$ cat src/rtl/ram_writer_pkg.sv
// Shared types and default sizes for the RAM stream writer.
// Used by ram_stream_writer and its interface; see RAM_WRITER_CHECKSUM_EN in the top.
package ram_writer_pkg;

   localparam int DEFAULT_DATA_WIDTH = 8;
   localparam int DEFAULT_ADDR_WIDTH = 3;

   typedef enum logic [1:0] {
      IDLE = 2'd0,
      FILL = 2'd1,
      DONE = 2'd2
   } state_t;

endpackage

$ cat src/rtl/ram_stream_writer_if.sv
// Stream-in / async-read-out bundle for ram_stream_writer.
// CHECKSUM exists only when RAM_WRITER_CHECKSUM_EN is defined.
interface ram_stream_writer_if #(
   parameter int DATA_WIDTH = ram_writer_pkg::DEFAULT_DATA_WIDTH,
   parameter int ADDR_WIDTH = ram_writer_pkg::DEFAULT_ADDR_WIDTH
);
   logic                  START;
   logic [DATA_WIDTH-1:0] DIN;
   logic                  DIN_VALID;
   logic                  DIN_READY;
   logic                  BUSY;
   logic                  DONE;
   logic [ADDR_WIDTH-1:0] WADDR;
   logic [ADDR_WIDTH-1:0] RADDR;
   logic [DATA_WIDTH-1:0] Q;
`ifdef RAM_WRITER_CHECKSUM_EN
   logic [DATA_WIDTH-1:0] CHECKSUM;

   modport master (
      output START, DIN, DIN_VALID, RADDR,
      input  DIN_READY, BUSY, DONE, WADDR, Q, CHECKSUM
   );
   modport slave (
      input  START, DIN, DIN_VALID, RADDR,
      output DIN_READY, BUSY, DONE, WADDR, Q, CHECKSUM
   );
`else
   modport master (
      output START, DIN, DIN_VALID, RADDR,
      input  DIN_READY, BUSY, DONE, WADDR, Q
   );
   modport slave (
      input  START, DIN, DIN_VALID, RADDR,
      output DIN_READY, BUSY, DONE, WADDR, Q
   );
`endif
endinterface

$ cat src/rtl/single_port_ram_sync_wr.sv
// Single-port RAM: synchronous write, combinational (asynchronous) read.
// Contents are never reset.
module single_port_ram_sync_wr #(
   parameter int DATA_WIDTH = 8,
   parameter int ADDR_WIDTH = 3
) (
   input  logic                  CLK,
   input  logic                  WE,
   input  logic [ADDR_WIDTH-1:0] WADDR,
   input  logic [DATA_WIDTH-1:0] D,
   input  logic [ADDR_WIDTH-1:0] RADDR,
   output logic [DATA_WIDTH-1:0] Q
);
   localparam int DEPTH = 1 << ADDR_WIDTH;

   logic [DATA_WIDTH-1:0] mem [0:DEPTH-1];

   always_ff @(posedge CLK) begin
      if (WE) begin
         mem[WADDR] <= D;
      end
   end

   // No write-through: a colliding read shows the old word until the edge.
   assign Q = mem[RADDR];

endmodule

$ cat src/rtl/ram_stream_writer.sv
// Fills a RAM at addresses 0..DEPTH-1 from a valid/ready stream, async read port.
// Optional XOR checksum of the accepted words when RAM_WRITER_CHECKSUM_EN is defined.
module ram_stream_writer
   import ram_writer_pkg::*;
#(
   parameter int DATA_WIDTH = DEFAULT_DATA_WIDTH,
   parameter int ADDR_WIDTH = DEFAULT_ADDR_WIDTH
) (
   input  logic                CLK,
   input  logic                RESET,
   ram_stream_writer_if.slave  bus
);
   localparam logic [ADDR_WIDTH-1:0] LAST_ADDR = {ADDR_WIDTH{1'b1}};

   state_t                state_reg;
   state_t                state_next;
   logic [ADDR_WIDTH-1:0] waddr_reg;
   logic [ADDR_WIDTH-1:0] waddr_next;
   logic                  we;
   logic                  start_accept;

   always_ff @(posedge CLK or posedge RESET) begin
      if (RESET) begin
         state_reg <= IDLE;
         waddr_reg <= '0;
      end else begin
         state_reg <= state_next;
         waddr_reg <= waddr_next;
      end
   end

   always_comb begin
      state_next   = state_reg;
      waddr_next   = waddr_reg;
      we           = 1'b0;
      start_accept = 1'b0;
      case (state_reg)
         IDLE, DONE: begin
            if (bus.START) begin
               start_accept = 1'b1;
               state_next   = FILL;
               waddr_next   = '0;
            end
         end
         FILL: begin
            // START is deliberately not looked at here: a fill always completes.
            if (bus.DIN_VALID) begin
               we         = 1'b1;
               waddr_next = waddr_reg + ADDR_WIDTH'(1);
               if (waddr_reg == LAST_ADDR) begin
                  state_next = DONE;
               end
            end
         end
         default: begin
            state_next = IDLE;
            waddr_next = '0;
         end
      endcase
   end

   assign bus.BUSY      = (state_reg == FILL);
   assign bus.DIN_READY = (state_reg == FILL);
   assign bus.DONE      = (state_reg == DONE);
   assign bus.WADDR     = waddr_reg;

`ifdef RAM_WRITER_CHECKSUM_EN
   logic [DATA_WIDTH-1:0] checksum_reg;

   always_ff @(posedge CLK or posedge RESET) begin
      if (RESET) begin
         checksum_reg <= '0;
      end else if (start_accept) begin
         checksum_reg <= '0;
      end else if (we) begin
         checksum_reg <= checksum_reg ^ bus.DIN;
      end
   end

   assign bus.CHECKSUM = checksum_reg;
`else
   logic unused_start_accept;
   assign unused_start_accept = start_accept;
`endif

   single_port_ram_sync_wr #(
      .DATA_WIDTH (DATA_WIDTH),
      .ADDR_WIDTH (ADDR_WIDTH)
   ) u_ram (
      .CLK   (CLK),
      .WE    (we),
      .WADDR (waddr_reg),
      .D     (bus.DIN),
      .RADDR (bus.RADDR),
      .Q     (bus.Q)
   );

endmodule
$ cat src/flat_wrapper.sv
// flat-port wrapper written by rule: the top's interface ports become plain ports
module ram_stream_writer_flat import ram_writer_pkg::*;
#(
   parameter int DATA_WIDTH = DEFAULT_DATA_WIDTH,
   parameter int ADDR_WIDTH = DEFAULT_ADDR_WIDTH
)
  (CLK, RESET, bus_START, bus_DIN, bus_DIN_VALID, bus_RADDR, bus_DIN_READY, bus_BUSY, bus_DONE, bus_WADDR, bus_Q);
  ram_stream_writer_if #(.DATA_WIDTH(DATA_WIDTH), .ADDR_WIDTH(ADDR_WIDTH)) bus_i ();
  input  logic CLK;
  input  logic RESET;
  input wire logic [$bits(bus_i.START)-1:0] bus_START;
  input wire logic [$bits(bus_i.DIN)-1:0] bus_DIN;
  input wire logic [$bits(bus_i.DIN_VALID)-1:0] bus_DIN_VALID;
  input wire logic [$bits(bus_i.RADDR)-1:0] bus_RADDR;
  output wire logic [$bits(bus_i.DIN_READY)-1:0] bus_DIN_READY;
  output wire logic [$bits(bus_i.BUSY)-1:0] bus_BUSY;
  output wire logic [$bits(bus_i.DONE)-1:0] bus_DONE;
  output wire logic [$bits(bus_i.WADDR)-1:0] bus_WADDR;
  output wire logic [$bits(bus_i.Q)-1:0] bus_Q;
  assign bus_i.START = bus_START;
  assign bus_i.DIN = bus_DIN;
  assign bus_i.DIN_VALID = bus_DIN_VALID;
  assign bus_i.RADDR = bus_RADDR;
  assign bus_DIN_READY = bus_i.DIN_READY;
  assign bus_BUSY = bus_i.BUSY;
  assign bus_DONE = bus_i.DONE;
  assign bus_WADDR = bus_i.WADDR;
  assign bus_Q = bus_i.Q;
  ram_stream_writer #(.DATA_WIDTH(DATA_WIDTH), .ADDR_WIDTH(ADDR_WIDTH)) u_core (.CLK(CLK), .RESET(RESET), .bus(bus_i));
endmodule
$ cat config.mk
export PLATFORM = sky130hd
export DESIGN_NAME = ram_stream_writer_flat
export DESIGN_NICKNAME = d
export VERILOG_FILES = /design/src/rtl/ram_writer_pkg.sv /design/src/rtl/ram_stream_writer_if.sv /design/src/rtl/single_port_ram_sync_wr.sv /design/src/rtl/ram_stream_writer.sv /design/src/flat_wrapper.sv
export SDC_FILE = /design/constraint.sdc
export NUM_CORES = 1
export LEC_CHECK = 0
export ABC_AREA = 1
export BUFFER_PORTS_ARGS = -buffer_cell sky130_fd_sc_hd__buf_2
export CAP_MARGIN = 30
export CELL_PAD_IN_SITES_DETAIL_PLACEMENT = 2
export CELL_PAD_IN_SITES_GLOBAL_PLACEMENT = 2
export CORE_ASPECT_RATIO = 1.5
export CORE_UTILIZATION = 40
export DETAILED_ROUTE_END_ITERATION = 7
export PLACE_DENSITY = 0.81
export SYNTH_ARGS = -nofsm -noshare
export SYNTH_HDL_FRONTEND = slang
export SYNTH_SLANG_ARGS = --single-unit
$ cat constraint.sdc
create_clock -name CLK -period 3.52 [get_ports CLK]
set_clock_uncertainty 0.05 [all_clocks]
set_input_delay 0.176 -clock CLK [delete_from_list [all_inputs] [get_ports CLK]]
set_output_delay 0.176 -clock CLK [all_outputs]
set_load 0.05 [all_outputs]
==> metrics.csv <==
metric,value,unit
Synth top area share,0.612,
most frequent cell after synthesis,nand2_1,
critical path data arrival time,1870,ps
Die ar.,8210,sq um
initial antenna violation count,0,
critical path capture point type,flop,
Avg WL per Cell,18.7,microns
combinational family with the most area after synthesis,simple AND/OR/NAND/NOR gates,
Starting Density,0.412,
capture point of the worst path,u_core.u_ram.mem[1][1],
reg2reg setup slack,1550,ps
Fin. Hold Viols,0,
Simple-Gate Fraction of Synth Area,0.215,
crit share post-route,0.561,
input/output buffers,28,
Post-DP HPWL,5960,microns
xor/xnor share of the synthesized area,0,
routed vias/inst,4.84,
Avg Inst Size Synth,9.66,sq um
Layout Nets,371,
Core Area,7610,sq um
Total GRT Usage,0.241,
initial DRC count,94,
WS Path Type,flop to flop,
Antenna diodes,0,
Placer Congestion,0.758,
status,finished clean,
CTS tree,yes,
first-pass GRT wire length,13600,microns
die height,111,microns
Pins Over Slew Limit,0,
final wirelength,8620,microns
relative max-transition margin,0.415,
first drt pass iteration count,4,
Clock Tree Root,clkbuf_16,
setup_tns,0,ps
mux cell area share after synthesis,0,
Clock Tree Buf Depth,2,
"Seq/Total Area, Yosys",0.652,
Detail Route Antenna Nets,0,
largest net degree at the start of global routing,34,
max_cap viols,0,
number of buffers and inverters on the critical path,3,
Post-CTS Resized,0,
r2r endpoint,u_core.u_ram.mem[1][1],
via count,2228,
Worst-Skew Late Latency,330,ps
worst-path maximum fanout,8,
CTS Buf Count,9,
Synthesized Nets,342,
CP Cell Sequence,inv_1 -> nand2_2 -> inv_2 -> nand2_2 -> inv_1 -> nand2_1 -> nor2_1,
stages on the worst setup path,7,
Tightest Pin Transition,875,ps
number of global-route vias before repair,2484,
Post-synth EDFFs,64,
setup violators final,0,
synth unique cells,17,
VDD IR-drop max,0.498,mV
Critical Path RT,3420,ps
Site Rows,39,
Die Wd,74.3,microns
RSZ-0062 raised after global routing,false,
CP top delay family,simple AND/OR/NAND/NOR gates,
CP peak stage delay,690,ps
Top Ports,29,
CP max stage cell,nor2_1,
fillers,853,
R2R cell count,7,
P&R area growth vs syn,14.8,%
Startpoint Class,flop,
synth cell count leaders,"120 x nand2_1, 72 x inv_1, 64 x edfxtp_1",
main flop type after synthesis,edfxtp_1,
Mapped Area,3140,sq um
Leak,1.72,nW
Yosys reg bits,69,
worst r2r src,u_core.state_reg[1],
cells after synthesis,325,
pwr dens,666,nW/um^2
Synth Area in Compound Gates,0.00518,
min-delay worst type,input pin to flop,
H-tree levels,3,
fmax,507,MHz
Async SR Flop Fraction,0.0725,
hold slack,88.0,ps
gr ovfl total,0,
post-synthesis adder-cell area fraction,0.00797,
clock-pin slew on the worst setup and hold paths,50,ps
YS warnings,0,
CP startpoint,u_core.state_reg[1],
DRC,0,
max reg flops,64,
fin crit period,1970,ps
largest area contributor in the netlist,edfxtp_1,
Sink Count,69,
layout cell share with drive strength beyond 1,0.137,
largest cells by area after synthesis,"edfxtp_1 61%, nand2_1 14%, inv_1 8.6%",
-- worst min path at each step --
stage / from / endpoint / cells after the start
final: bus_DIN[2] / u_core.u_ram.mem[0][2] / 1
after global routing: bus_DIN[5] / u_core.u_ram.mem[1][5] / 1
after CTS: bus_DIN[5] / u_core.u_ram.mem[2][5] / 1
after detailed placement: RESET / u_core.state_reg[0] / 2
after global placement: RESET / u_core.state_reg[0] / 2
after floorplan: RESET / u_core.bus.WADDR[0] / 1
-- through the flow --
stage	area, sq um	std cells	worst slack (ps)	util	power, mW
2_1_floorplan	3140	325	1740	-	1.42
3_3_place_gp	3320	444	1610	0.436	1.54
3_5_place_dp	3320	444	1530	0.436	1.58
4_1_cts	3600	460	1510	0.474	2.43
5_1_grt	3600	460	1410	0.474	2.50
6_report	3600	460	1550	0.474	2.40
-- kinds of logic after synthesis --
| family | after synthesis |
|---|---|
| AOI/OAI and AO/OA | 3 |
| adders and majority gates | 2 |
| buffers and inverters | 87 |
| DFF | 69 |
| and+or+nand+nor | 164 |
-- placed cells by master (no fill, tap or decap) --
cell / synthesis / routed
nor2_1: 5 / 5
nand2_2: 2 / 2
dfrtp_1: 5 / 5
buf_2: 3 / 28
dlygate4sd3_1: 0 / 1
inv_1: 72 / 72
o22ai_1: 1 / 1
inv_2: 3 / 3
o21ai_0: 2 / 2
bufinv_16: 0 / 1
nand2_1: 120 / 120
clkbuf_16: 0 / 9
clkinv_1: 0 / 2
edfxtp_1: 64 / 64
ha_1: 2 / 2
nand3_1: 32 / 32
buf_4: 4 / 1
clkbuf_1: 0 / 3
nor2_2: 4 / 4
or2_4: 1 / 1
-- area by class of cell --
class,count,area (sq um),share of cell area
Tap cell,102,128,0.0354
Multi-Input combinational cell,169,717,0.199
Timing Repair Buffer,30,158,0.0437
Clock inverter,3,37.5,0.0104
Clock buffer,12,236,0.0656
Sequential cell,69,2050,0.568
Inverter,75,282,0.0781
-- per-layer routing --
layer,part of all wire,vias up,global-route usage
li1,-,1058,-
met1,0.38,1121,0.257
met2,0.58,37,0.446
met3,0.019,12,0.0392
met4,0.022,0,0.102
met5,0,-,0
-- repair_timing --
action	CTS	global route
hold buffers	1	0
setup buffers	0	0
hold endpoints to repair	5	0
-- report_power, final --
group	total (mW)	internal (mW)	switching [mW]
Clock	0.846	0.540	0.306
Combinational	0.494	0.108	0.386
Sequential	1.06	1.01	0.0497
Total	2.40	1.66	0.742
Power figures use the tool's default switching activity.
